`src/rtl/sd_dat_pkg.sv`:
```
// Shared definitions for the SD DAT path: state encoding, direction
// encoding and the default counter widths used by the DAT physical layer,
// the buffer wrapper and the transfer sequencer.
package sd_dat_pkg;

    localparam int BLOCK_CNT_WIDTH = 16;
    localparam int TIMEOUT_WIDTH   = 16;

    typedef enum logic [2:0] {
        ST_IDLE,
        ST_WAIT_BUF,
        ST_XFER,
        ST_BLK_GAP,
        ST_DONE,
        ST_ERR
    } xfer_state_e;

    typedef enum logic {
        DIR_READ  = 1'b0,
        DIR_WRITE = 1'b1
    } xfer_dir_e;

endpackage

```
`src/rtl/dat_timeout_cnt.sv`:
```
// Per-block data timeout counter. Counts while enabled, clears on request,
// and flags a match when the count equals a non-zero limit. A limit of zero
// disables the match output entirely.
module dat_timeout_cnt #(
    parameter int WIDTH = sd_dat_pkg::TIMEOUT_WIDTH
) (
    input  logic             host_clk,
    input  logic             rst_L,
    input  logic             clr,
    input  logic             en,
    input  logic [WIDTH-1:0] limit,
    output logic             match
);

    logic [WIDTH-1:0] cnt;

    // Saturating up-counter; clear has priority over counting.
    // NOTE: sequential state uses non-blocking assignments only, so every
    // register samples the pre-edge values of its neighbours.
    always_ff @(posedge host_clk or negedge rst_L) begin
        if (!rst_L) begin
            cnt <= '0;
        end else if (clr) begin
            cnt <= '0;
        end else if (en && (cnt != '1)) begin
            cnt <= cnt + WIDTH'(1);
        end
    end

    assign match = (limit != '0) && (cnt == limit);

endmodule

```
`src/rtl/dat_xfer_ctrl.sv`:
```
// Host-clock-domain DAT transfer sequencer. Runs single, multi-block and
// open-ended (stop-terminated) transfers, throttles block starts against the
// TX/RX buffers, aborts on a per-block data timeout or a CRC error, and
// reports completion and sticky error status to the host.
module dat_xfer_ctrl #(
    parameter int BLOCK_CNT_WIDTH = sd_dat_pkg::BLOCK_CNT_WIDTH,
    parameter int TIMEOUT_WIDTH   = sd_dat_pkg::TIMEOUT_WIDTH
) (
    input  logic                       host_clk,
    input  logic                       rst_L,
    input  logic                       tx_data_init,
    input  logic                       rx_data_init,
    input  logic                       multi_block,
    input  logic [BLOCK_CNT_WIDTH-1:0] block_cnt,
    input  logic                       stop_req,
    input  logic [TIMEOUT_WIDTH-1:0]   timeout_val,
    input  logic                       tx_buf_empty,
    input  logic                       rx_buf_full,
    input  logic                       dat_phys_busy,
    input  logic                       blk_done,
    input  logic                       crc_err,
    output logic                       dat_wr_flag,
    output logic                       dat_rd_flag,
    output logic [BLOCK_CNT_WIDTH-1:0] blocks_left,
    output logic                       busy,
    output logic                       xfer_done,
    output logic                       xfer_err,
    output logic                       timeout_err
);

    import sd_dat_pkg::*;

    xfer_state_e              state;
    xfer_dir_e                dir;
    logic                     open_ended;
    logic                     stop_lat;
    logic [TIMEOUT_WIDTH-1:0] tmo_limit;
    logic                     tmo_clr;
    logic                     tmo_en;
    logic                     tmo_match;
    logic                     buf_ready;
    logic                     last_blk;

    // The timeout only runs while waiting for buffer space or moving a block.
    // Holding it clear everywhere else means it is zero on every entry to
    // WAIT_BUF; a good or bad blk_done also restarts it.
    assign tmo_en  = (state == ST_WAIT_BUF) || (state == ST_XFER);
    assign tmo_clr = !tmo_en || ((state == ST_XFER) && blk_done);

    // Write needs a non-empty TX buffer, read needs room in the RX buffer.
    assign buf_ready = (dir == DIR_WRITE) ? !tx_buf_empty : !rx_buf_full;

    // In counted mode the block finishing now is the last one when at most
    // one remains; open-ended transfers only end on a stop.
    assign last_blk = !open_ended && (blocks_left <= BLOCK_CNT_WIDTH'(1));

    dat_timeout_cnt #(
        .WIDTH (TIMEOUT_WIDTH)
    ) u_timeout_cnt (
        .host_clk (host_clk),
        .rst_L    (rst_L),
        .clr      (tmo_clr),
        .en       (tmo_en),
        .limit    (tmo_limit),
        .match    (tmo_match)
    );

    // Transfer FSM; every output is a register updated together with the
    // state so the physical layer and host see glitch-free Moore signals.
    always_ff @(posedge host_clk or negedge rst_L) begin
        if (!rst_L) begin
            state       <= ST_IDLE;
            dir         <= DIR_READ;
            open_ended  <= 1'b0;
            stop_lat    <= 1'b0;
            tmo_limit   <= '0;
            dat_wr_flag <= 1'b0;
            dat_rd_flag <= 1'b0;
            blocks_left <= '0;
            busy        <= 1'b0;
            xfer_done   <= 1'b0;
            xfer_err    <= 1'b0;
            timeout_err <= 1'b0;
        end else begin
            xfer_done <= 1'b0;

            if (stop_req && (state != ST_IDLE)) begin
                stop_lat <= 1'b1;
            end

            case (state)
                ST_IDLE: begin
                    if (tx_data_init || rx_data_init) begin
                        dir         <= tx_data_init ? DIR_WRITE : DIR_READ;
                        open_ended  <= multi_block && (block_cnt == '0);
                        blocks_left <= multi_block ? block_cnt : BLOCK_CNT_WIDTH'(1);
                        tmo_limit   <= timeout_val;
                        xfer_err    <= 1'b0;
                        timeout_err <= 1'b0;
                        busy        <= 1'b1;
                        state       <= ST_WAIT_BUF;
                    end
                end

                ST_WAIT_BUF: begin
                    if (stop_lat) begin
                        xfer_done <= 1'b1;
                        state     <= ST_DONE;
                    end else if (tmo_match) begin
                        xfer_err    <= 1'b1;
                        timeout_err <= 1'b1;
                        state       <= ST_ERR;
                    end else if (buf_ready) begin
                        dat_wr_flag <= (dir == DIR_WRITE);
                        dat_rd_flag <= (dir == DIR_READ);
                        state       <= ST_XFER;
                    end
                end

                ST_XFER: begin
                    if (blk_done) begin
                        dat_wr_flag <= 1'b0;
                        dat_rd_flag <= 1'b0;
                        if (crc_err) begin
                            xfer_err <= 1'b1;
                            state    <= ST_ERR;
                        end else begin
                            if (!open_ended && (blocks_left != '0)) begin
                                blocks_left <= blocks_left - BLOCK_CNT_WIDTH'(1);
                            end
                            if (last_blk || stop_lat || stop_req) begin
                                xfer_done <= 1'b1;
                                state     <= ST_DONE;
                            end else begin
                                state <= ST_BLK_GAP;
                            end
                        end
                    end else if (tmo_match) begin
                        dat_wr_flag <= 1'b0;
                        dat_rd_flag <= 1'b0;
                        xfer_err    <= 1'b1;
                        timeout_err <= 1'b1;
                        state       <= ST_ERR;
                    end
                end

                ST_BLK_GAP: begin
                    if (stop_lat) begin
                        xfer_done <= 1'b1;
                        state     <= ST_DONE;
                    end else if (!dat_phys_busy) begin
                        state <= ST_WAIT_BUF;
                    end
                end

                ST_DONE, ST_ERR: begin
                    busy     <= 1'b0;
                    stop_lat <= 1'b0;
                    state    <= ST_IDLE;
                end

                default: begin
                    busy        <= 1'b0;
                    stop_lat    <= 1'b0;
                    dat_wr_flag <= 1'b0;
                    dat_rd_flag <= 1'b0;
                    state       <= ST_IDLE;
                end
            endcase
        end
    end

endmodule

```
`config.mk`:
```
export PLATFORM = sky130hd
export DESIGN_NAME = dat_xfer_ctrl
export DESIGN_NICKNAME = d
export VERILOG_FILES = /design/src/rtl/sd_dat_pkg.sv /design/src/rtl/dat_timeout_cnt.sv /design/src/rtl/dat_xfer_ctrl.sv
export SDC_FILE = /design/constraint.sdc
export NUM_CORES = 1
export LEC_CHECK = 0
export ABC_AREA = 1
export BUFFER_PORTS_ARGS = -buffer_cell sky130_fd_sc_hd__buf_2
export CORE_MARGIN = 1.5
export CORE_UTILIZATION = 55
export DETAILED_ROUTE_END_ITERATION = 10
export PLACE_DENSITY = 0.82
export REMOVE_ABC_BUFFERS = 1
export SLEW_MARGIN = 10
export SYNTH_ARGS = -nofsm -noshare
export SYNTH_HDL_FRONTEND = slang
export SYNTH_SLANG_ARGS = --single-unit
export TNS_END_PERCENT = 20
```
`constraint.sdc`:
```
create_clock -name host_clk -period 2 [get_ports host_clk]
set_clock_uncertainty 0.1 [all_clocks]
set_input_delay 0.3 -clock host_clk [delete_from_list [all_inputs] [get_ports host_clk]]
set_output_delay 0.3 -clock host_clk [all_outputs]
set_load 0.05 [all_outputs]
```
==> results of run 1 <==
==> state kept, by name (all words and copies together) (netlist names) <==
signal,flops
blocks_left,16
busy,1
dat_rd_flag,1
dat_wr_flag,1
dir,1
open_ended,1
state,3
stop_lat,1
timeout_err,1
tmo_limit,16
u_timeout_cnt.cnt,16
xfer_done,1
xfer_err,1
==> placed cells by master (no fill, tap or decap), types with 4 or more instances in the layout <==
cell type / Yosys / final
nor2_1: 68 / 65
nand2_2: 3 / 4
nand2_1: 169 / 168
xor2_1: 7 / 7
nand4_1: 6 / 6
nor4_1: 8 / 8
inv_1: 73 / 71
nand3_1: 33 / 30
buf_2: 6 / 64
buf_4: 0 / 12
nor3_1: 9 / 7
dfrtp_1: 60 / 59
clkbuf_8: 0 / 11
o21ai_0: 45 / 45
a21oi_1: 21 / 19
a31oi_1: 6 / 6
==> layer usage <==
layer,GRT usage (%),vias up,wire length [um]
met5,0,-,0
met4,10.73,0,191
met3,5.934,22,802
met2,43.65,178,4329
met1,37.37,1766,4368
li1,-,1923,-
==> repair_timing <==
action                                  CTS  global route
hold buffers                              1             0
hold endpoints to repair                 20             0
endpoints found under the setup margin    0            24
gates resized for setup                   0            17
setup buffers                             0             2
==> power breakdown <==
group	internal [mW]	switching, mW
Clock	0.639	0.488
Sequential	1.65	0.407
Combinational	1.06	2.44
Total	3.34	3.34
==> critical path, stage by stage, from the launching register on <==
cell and delay (ns):
dfrtp_1 0.42, inv_1 0.14, nand3_2 0.15, nor3_4 0.24, nand3_1 0.11, nand2_2 0.15, buf_6 0.18, o21ai_0 0.10
a22o_1 0.20
==> cells by family after synthesis <==
logic type | count (synthesis) | share of synthesized area, %
AO/OA/AOI/OAI | 88 | 13.01
XOR/XNOR | 9 | 2.123
adder cells (fa/ha/maj) | 4 | 1.348
buffers and inverters | 84 | 8.692
flip-flops | 60 | 40.43
AND/OR/NAND/NOR | 302 | 34.40
==> metrics by stage <==
stage | instances | utilization (%) | instance area (sq um) | power (mW)
2_1_floorplan | 537 | - | 3669 | 4.401
3_3_place_gp | 691 | 65.52 | 4208 | 5.334
3_5_place_dp | 691 | 65.52 | 4208 | 5.429
4_1_cts | 708 | 68.83 | 4420 | 6.584
5_1_grt | 711 | 70.08 | 4501 | 7.171
6_report | 711 | 70.08 | 4501 | 6.681
==> final timing paths <==
kind	startpoint	endpoint	slack, ns	cells past startpoint
setup / recovery	state[2]	blocks_left[5]	0.10	8
hold / removal	timeout_val[10]	tmo_limit[10]	0.06	3
setup reg to reg	state[2]	blocks_left[5]	0.10	8
hold reg to reg	busy	busy	0.37	2
max in group asynchronous	rst_L	tmo_limit[13]	0.91	3
min in group asynchronous	rst_L	u_timeout_cnt.cnt[4]	0.37	2
==> area by class of cell <==
cell class	count	area, sq um
Clock buffer	12	155.1
Clock inverter	4	47.55
Fill cell	526	1922
Inverter	74	281.5
Multi-Input combinational cell	403	1941
Sequential cell	60	1503
Tap cell	77	96.34
Timing Repair Buffer	80	471.7
Timing Repair inverter	1	5.005
==> impl_metrics.py, run 1 <==
metrics = {
    "synthesis": {
        "ys_seq_elements": 60,
        "synthDominantCellAreaShare_pct": 40.43,
        "yosysSeqAreaShare_pct": 40.43,
        "ys.flop_type": "dfrtp_1",
        "yosys_warnings": 0,
        "async_flop_share_pct": 100.0,
        "synth_commonest_cells": "nand2_1 (169), inv_1 (73), nor2_1 (68), dfrtp_1 (60), o21ai_0 (45)",
        "postSynthCellCount": 547,
        "post-synth-top-count-cell": "nand2_1",
        "synthesis.area_sq_um": 3714,
        "synth_area_per_cell_sq_um": 6.789,
        "synth_cell_types": 32,
        "synth.area.top_cells": "dfrtp_1 (40%), nand2_1 (17%), inv_1 (7.4%)",
        "synth_edf_count": 0,
        "synth_top_cell_by_area": "dfrtp_1",
    },
    "sta": {
        "slew_headroom_pct": 62.45,
        "setup_violations": 0,
        "rsz0062_at_grt": "true",
        "finalCritPeriodShare_pct": 94.90,
        "tns_ns": 0,
        "tightest_slew_ns": 0.5633,
        "min_period_ns": 1.898,
        "hold-worst-slack_ns": 0.06007,
        "finalHoldViolations": 0,
        "setup_ws_ns": 0.1020,
        "fmaxAchievable_mhz": 526.9,
        "drv_slew": 0,
    },
    "power_and_ir_drop": {
        "peakVddDrop_mv": 0.8970,
        "leakage_nw": 2.287,
        "p_per_area_nw_per_um2": 1484,
    },
    "layout": {
        "drive_above_1_share_pct": 18.77,
        "areaGrowthSynthToFinish_pct": 21.19,
        "n_antenna_cell": 0,
        "nNetsFinal": 676,
    },
    "floorplanning": {
        "rows": 29,
        "start_util_pct": 57.82,
        "pin_count": 65,
        "die_area_sq_um": 7254,
        "die_w_um": 85.17,
        "coreArea_sq_um": 6422,
        "die_h_um": 85.17,
    },
    "run_status": {
        "violations": "DRC",
        "outcome": "complete, but fails checks",
    },
    "placement": {
        "dpl_worst_slack_ns": 0.08198,
        "place_hpwl_um": 7418,
        "io_buffers": 64,
        "gp_congestion": 0.9547,
    },
    "setup_path": {
        "crit_type": "register to register",
        "worstSetupStartpointType": "register",
        "cp-end-kind": "register",
        "cp_max_fo": 15,
        "arrival_ns": 2.04,
        "crit_required_ns": 2.14,
    },
    "grt": {
        "overflow": 0,
        "grt_max_degree": 23,
        "antenna_found_initial": 0,
        "grt_pass1_vias": 3478,
        "grt_use_total_pct": 27.66,
        "grt_pass1_wl_um": 15810,
    },
    "route": {
        "drcViolationCount": 5,
        "drt_wl_total_um": 9691,
        "firstDrtPassIters": 8,
        "antenna_left": 0,
        "route.detailed.wl_per_inst_um": 13.63,
        "drt_first_iter_violations": 266,
        "via_count": 3889,
        "routed_via_density": 5.470,
    },
    "clocking": {
        "clk_path_buf_depth": 2,
        "clkTransAtPathRegs_ns": 0.07,
        "clk_latency_ns": 0.35,
        "cts_sinks": 60,
        "cts_made_buffers": 9,
        "cts_tree": "yes",
        "htree_levels": 3,
        "cts-root-buf": "clkbuf_8",
    },
    "min_path": {
        "min_path_type": "primary input to register",
    },
    "job": {
        "cap_violations": 0,
    },
}
(Power assumes the default switching activity.)
==> inputs of run 2 (changes only) <==
- BUFFER_PORTS_ARGS: -buffer_cell sky130_fd_sc_hd__buf_2 -> -buffer_cell sky130_fd_sc_hd__clkbuf_2
==> impl_metrics.py, run 2 (synthesized netlist as in run 1, its figures left out) <==
metrics = {
    "run_status": {
        "outcome": "complete, but fails checks",
        "violations": "DRC",
    },
    "sta": {
        "finalCritPeriodShare_pct": 93.87,
        "drv_slew": 0,
        "tns_ns": 0,
        "finalHoldViolations": 0,
        "min_period_ns": 1.877,
        "setup_violations": 0,
        "tightest_slew_ns": 0.6080,
        "fmaxAchievable_mhz": 532.7,
        "slew_headroom_pct": 59.46,
    },
    "power_and_ir_drop": {
        "leakage_nw": 2.316,
        "p_per_area_nw_per_um2": 1531,
        "p_total_mw": 6.987,
        "peakVddDrop_mv": 1.034,
    },
    "layout": {
        "areaGrowthSynthToFinish_pct": 22.88,
        "nNetsFinal": 677,
        "fin_cells": 712,
        "top_regs": "blocks_left: 16 flops, tmo_limit: 16 flops, u_timeout_cnt.cnt: 16 flops",
        "final_cell_area_sq_um": 4563,
        "drive_above_1_share_pct": 19.69,
        "final_cell_mix": "nand2_1 (168), inv_1 (68), clkbuf_2 (64)",
        "n_antenna_cell": 0,
        "fin_util_pct": 71.05,
        "final_common_cell": "nand2_1",
    },
    "setup_path": {
        "cp-end-kind": "register",
        "arrival_ns": 2.04,
        "crit_path_cell_trace": "inv_2 -> ha_1 -> nand3_2 -> nor2_2 -> nand2_1 -> o21ai_0 -> nand2_1 -> o21ai_0 -> nand2_1 -> o21ai_0",
        "path_buf_inv": 1,
        "slowest_delay_ns": 0.43,
        "crit_family": "simple AND/OR/NAND/NOR gates",
        "worstSetupStartpointType": "register",
        "slowest_stage": "dfrtp_1",
        "cp_max_fo": 5,
        "crit_required_ns": 2.16,
        "crit_type": "register to register",
    },
    "floorplanning": {
        "die_w_um": 85.17,
        "rows": 29,
        "coreArea_sq_um": 6422,
        "pin_count": 65,
        "die_area_sq_um": 7254,
        "die_h_um": 85.17,
        "start_util_pct": 57.82,
    },
    "route": {
        "via_count": 3911,
        "route.detailed.wl_per_inst_um": 13.97,
        "drt_wl_total_um": 9948,
        "drt_first_iter_violations": 351,
        "firstDrtPassIters": 11,
        "drcViolationCount": 5,
        "routed_via_density": 5.493,
        "antenna_left": 0,
    },
    "min_path": {
        "min_path_type": "primary input to register",
    },
    "placement": {
        "gp_congestion": 0.9176,
        "place_hpwl_um": 7436,
        "dpl_cell_area_sq_um": 4215,
        "io_buffers": 64,
        "placedCellCount": 692,
    },
    "clocking": {
        "clk_latency_ns": 0.34,
        "clkTransAtPathRegs_ns": 0.07,
        "cts_made_buffers": 9,
        "cts-root-buf": "clkbuf_8",
        "cts_sinks": 60,
        "clk_path_buf_depth": 2,
        "cts_tree": "yes",
        "htree_levels": 3,
    },
    "grt": {
        "antenna_found_initial": 0,
        "overflow": 0,
        "grt_use_total_pct": 28.46,
        "grt_pass1_wl_um": 16370,
        "grt_pass1_vias": 3524,
        "grt_max_degree": 23,
    },
    "job": {
        "cap_violations": 0,
    },
}
run 2: cell types whose count changed in the layout (fill, tap and decap cells not counted), moves of 2 or more:
| cell | previous run | this run |
|---|---|---|
| nor2_2 | 3 | 5 |
| buf_4 | 12 | 14 |
| clkbuf_2 | 0 | 64 |
| bufinv_16 | 1 | 3 |
| nor2_1 | 65 | 63 |
| inv_2 | 2 | 5 |
| inv_1 | 71 | 68 |
| buf_2 | 64 | 1 |
run 2: repair_timing:
| action | 4_1_cts | 5_1_grt |
|---|---|---|
| buffers inserted | 0 | 3 |
| endpoints found under the hold margin | 20 | 0 |
| resized for setup | 0 | 22 |
| endpoints found under the setup margin | 0 | 24 |
| hold buffers | 1 | 0 |
run 2: worst min-delay path: stages:
cell and delay [ns]:
clkbuf_2 0.07, nand2_1 0.04, o21ai_0 0.05
run 2: layer usage:
| metal | global-route usage (%) | part of all wire [%] | wire [um] |
|---|---|---|---|
| met5 | 0 | 0 | 0 |
| met1 | 42.01 | 45 | 4500 |
| met3 | 5.545 | 8.5 | 850 |
| met2 | 42.21 | 44 | 4424 |
| met4 | 9.091 | 1.7 | 173 |
run 2: through the flow:
step	hold slack (ns)	setup slack (ns)
global route	0.06002	-0.006663
floorplan	-0.09559	-0.2089
global placement	0.2302	0.1109
CTS	0.05181	0.03283
finish	0.06070	0.1226
detailed placement	0.2307	0.06249
run 2: path summary, 6_finish.rpt:
| check | startpoint | endpoint | slack (ns) | cells after the start |
|---|---|---|---|---|
| max in group asynchronous | rst_L | u_timeout_cnt.cnt[10] | 0.86 | 3 |
| max reg2reg | blocks_left[0] | blocks_left[14] | 0.12 | 10 |
| max | blocks_left[0] | blocks_left[14] | 0.12 | 10 |
| min reg2reg | dat_wr_flag | dat_wr_flag | 0.38 | 2 |
| min in group asynchronous | rst_L | tmo_limit[6] | 0.39 | 2 |
| min | timeout_val[5] | tmo_limit[5] | 0.06 | 3 |
run 2: cell type report:
class,count,area [sq um]
clock inverters,4,95.09
clock buffers,12,155.1
flip-flops and latches,60,1504
multi-input cells,403,1951
fillers,537,1859
inverters,74,281.5
well taps,77,96.34
repair buffers,82,480.5
run 2: where the power goes:
part | total [mW] | leakage (nW) | switching, mW | internal (mW)
combinational | 3.52 | 1.42 | 2.44 | 1.07
clock | 1.39 | 0.127 | 0.497 | 0.895
sequential | 2.08 | 0.767 | 0.431 | 1.65
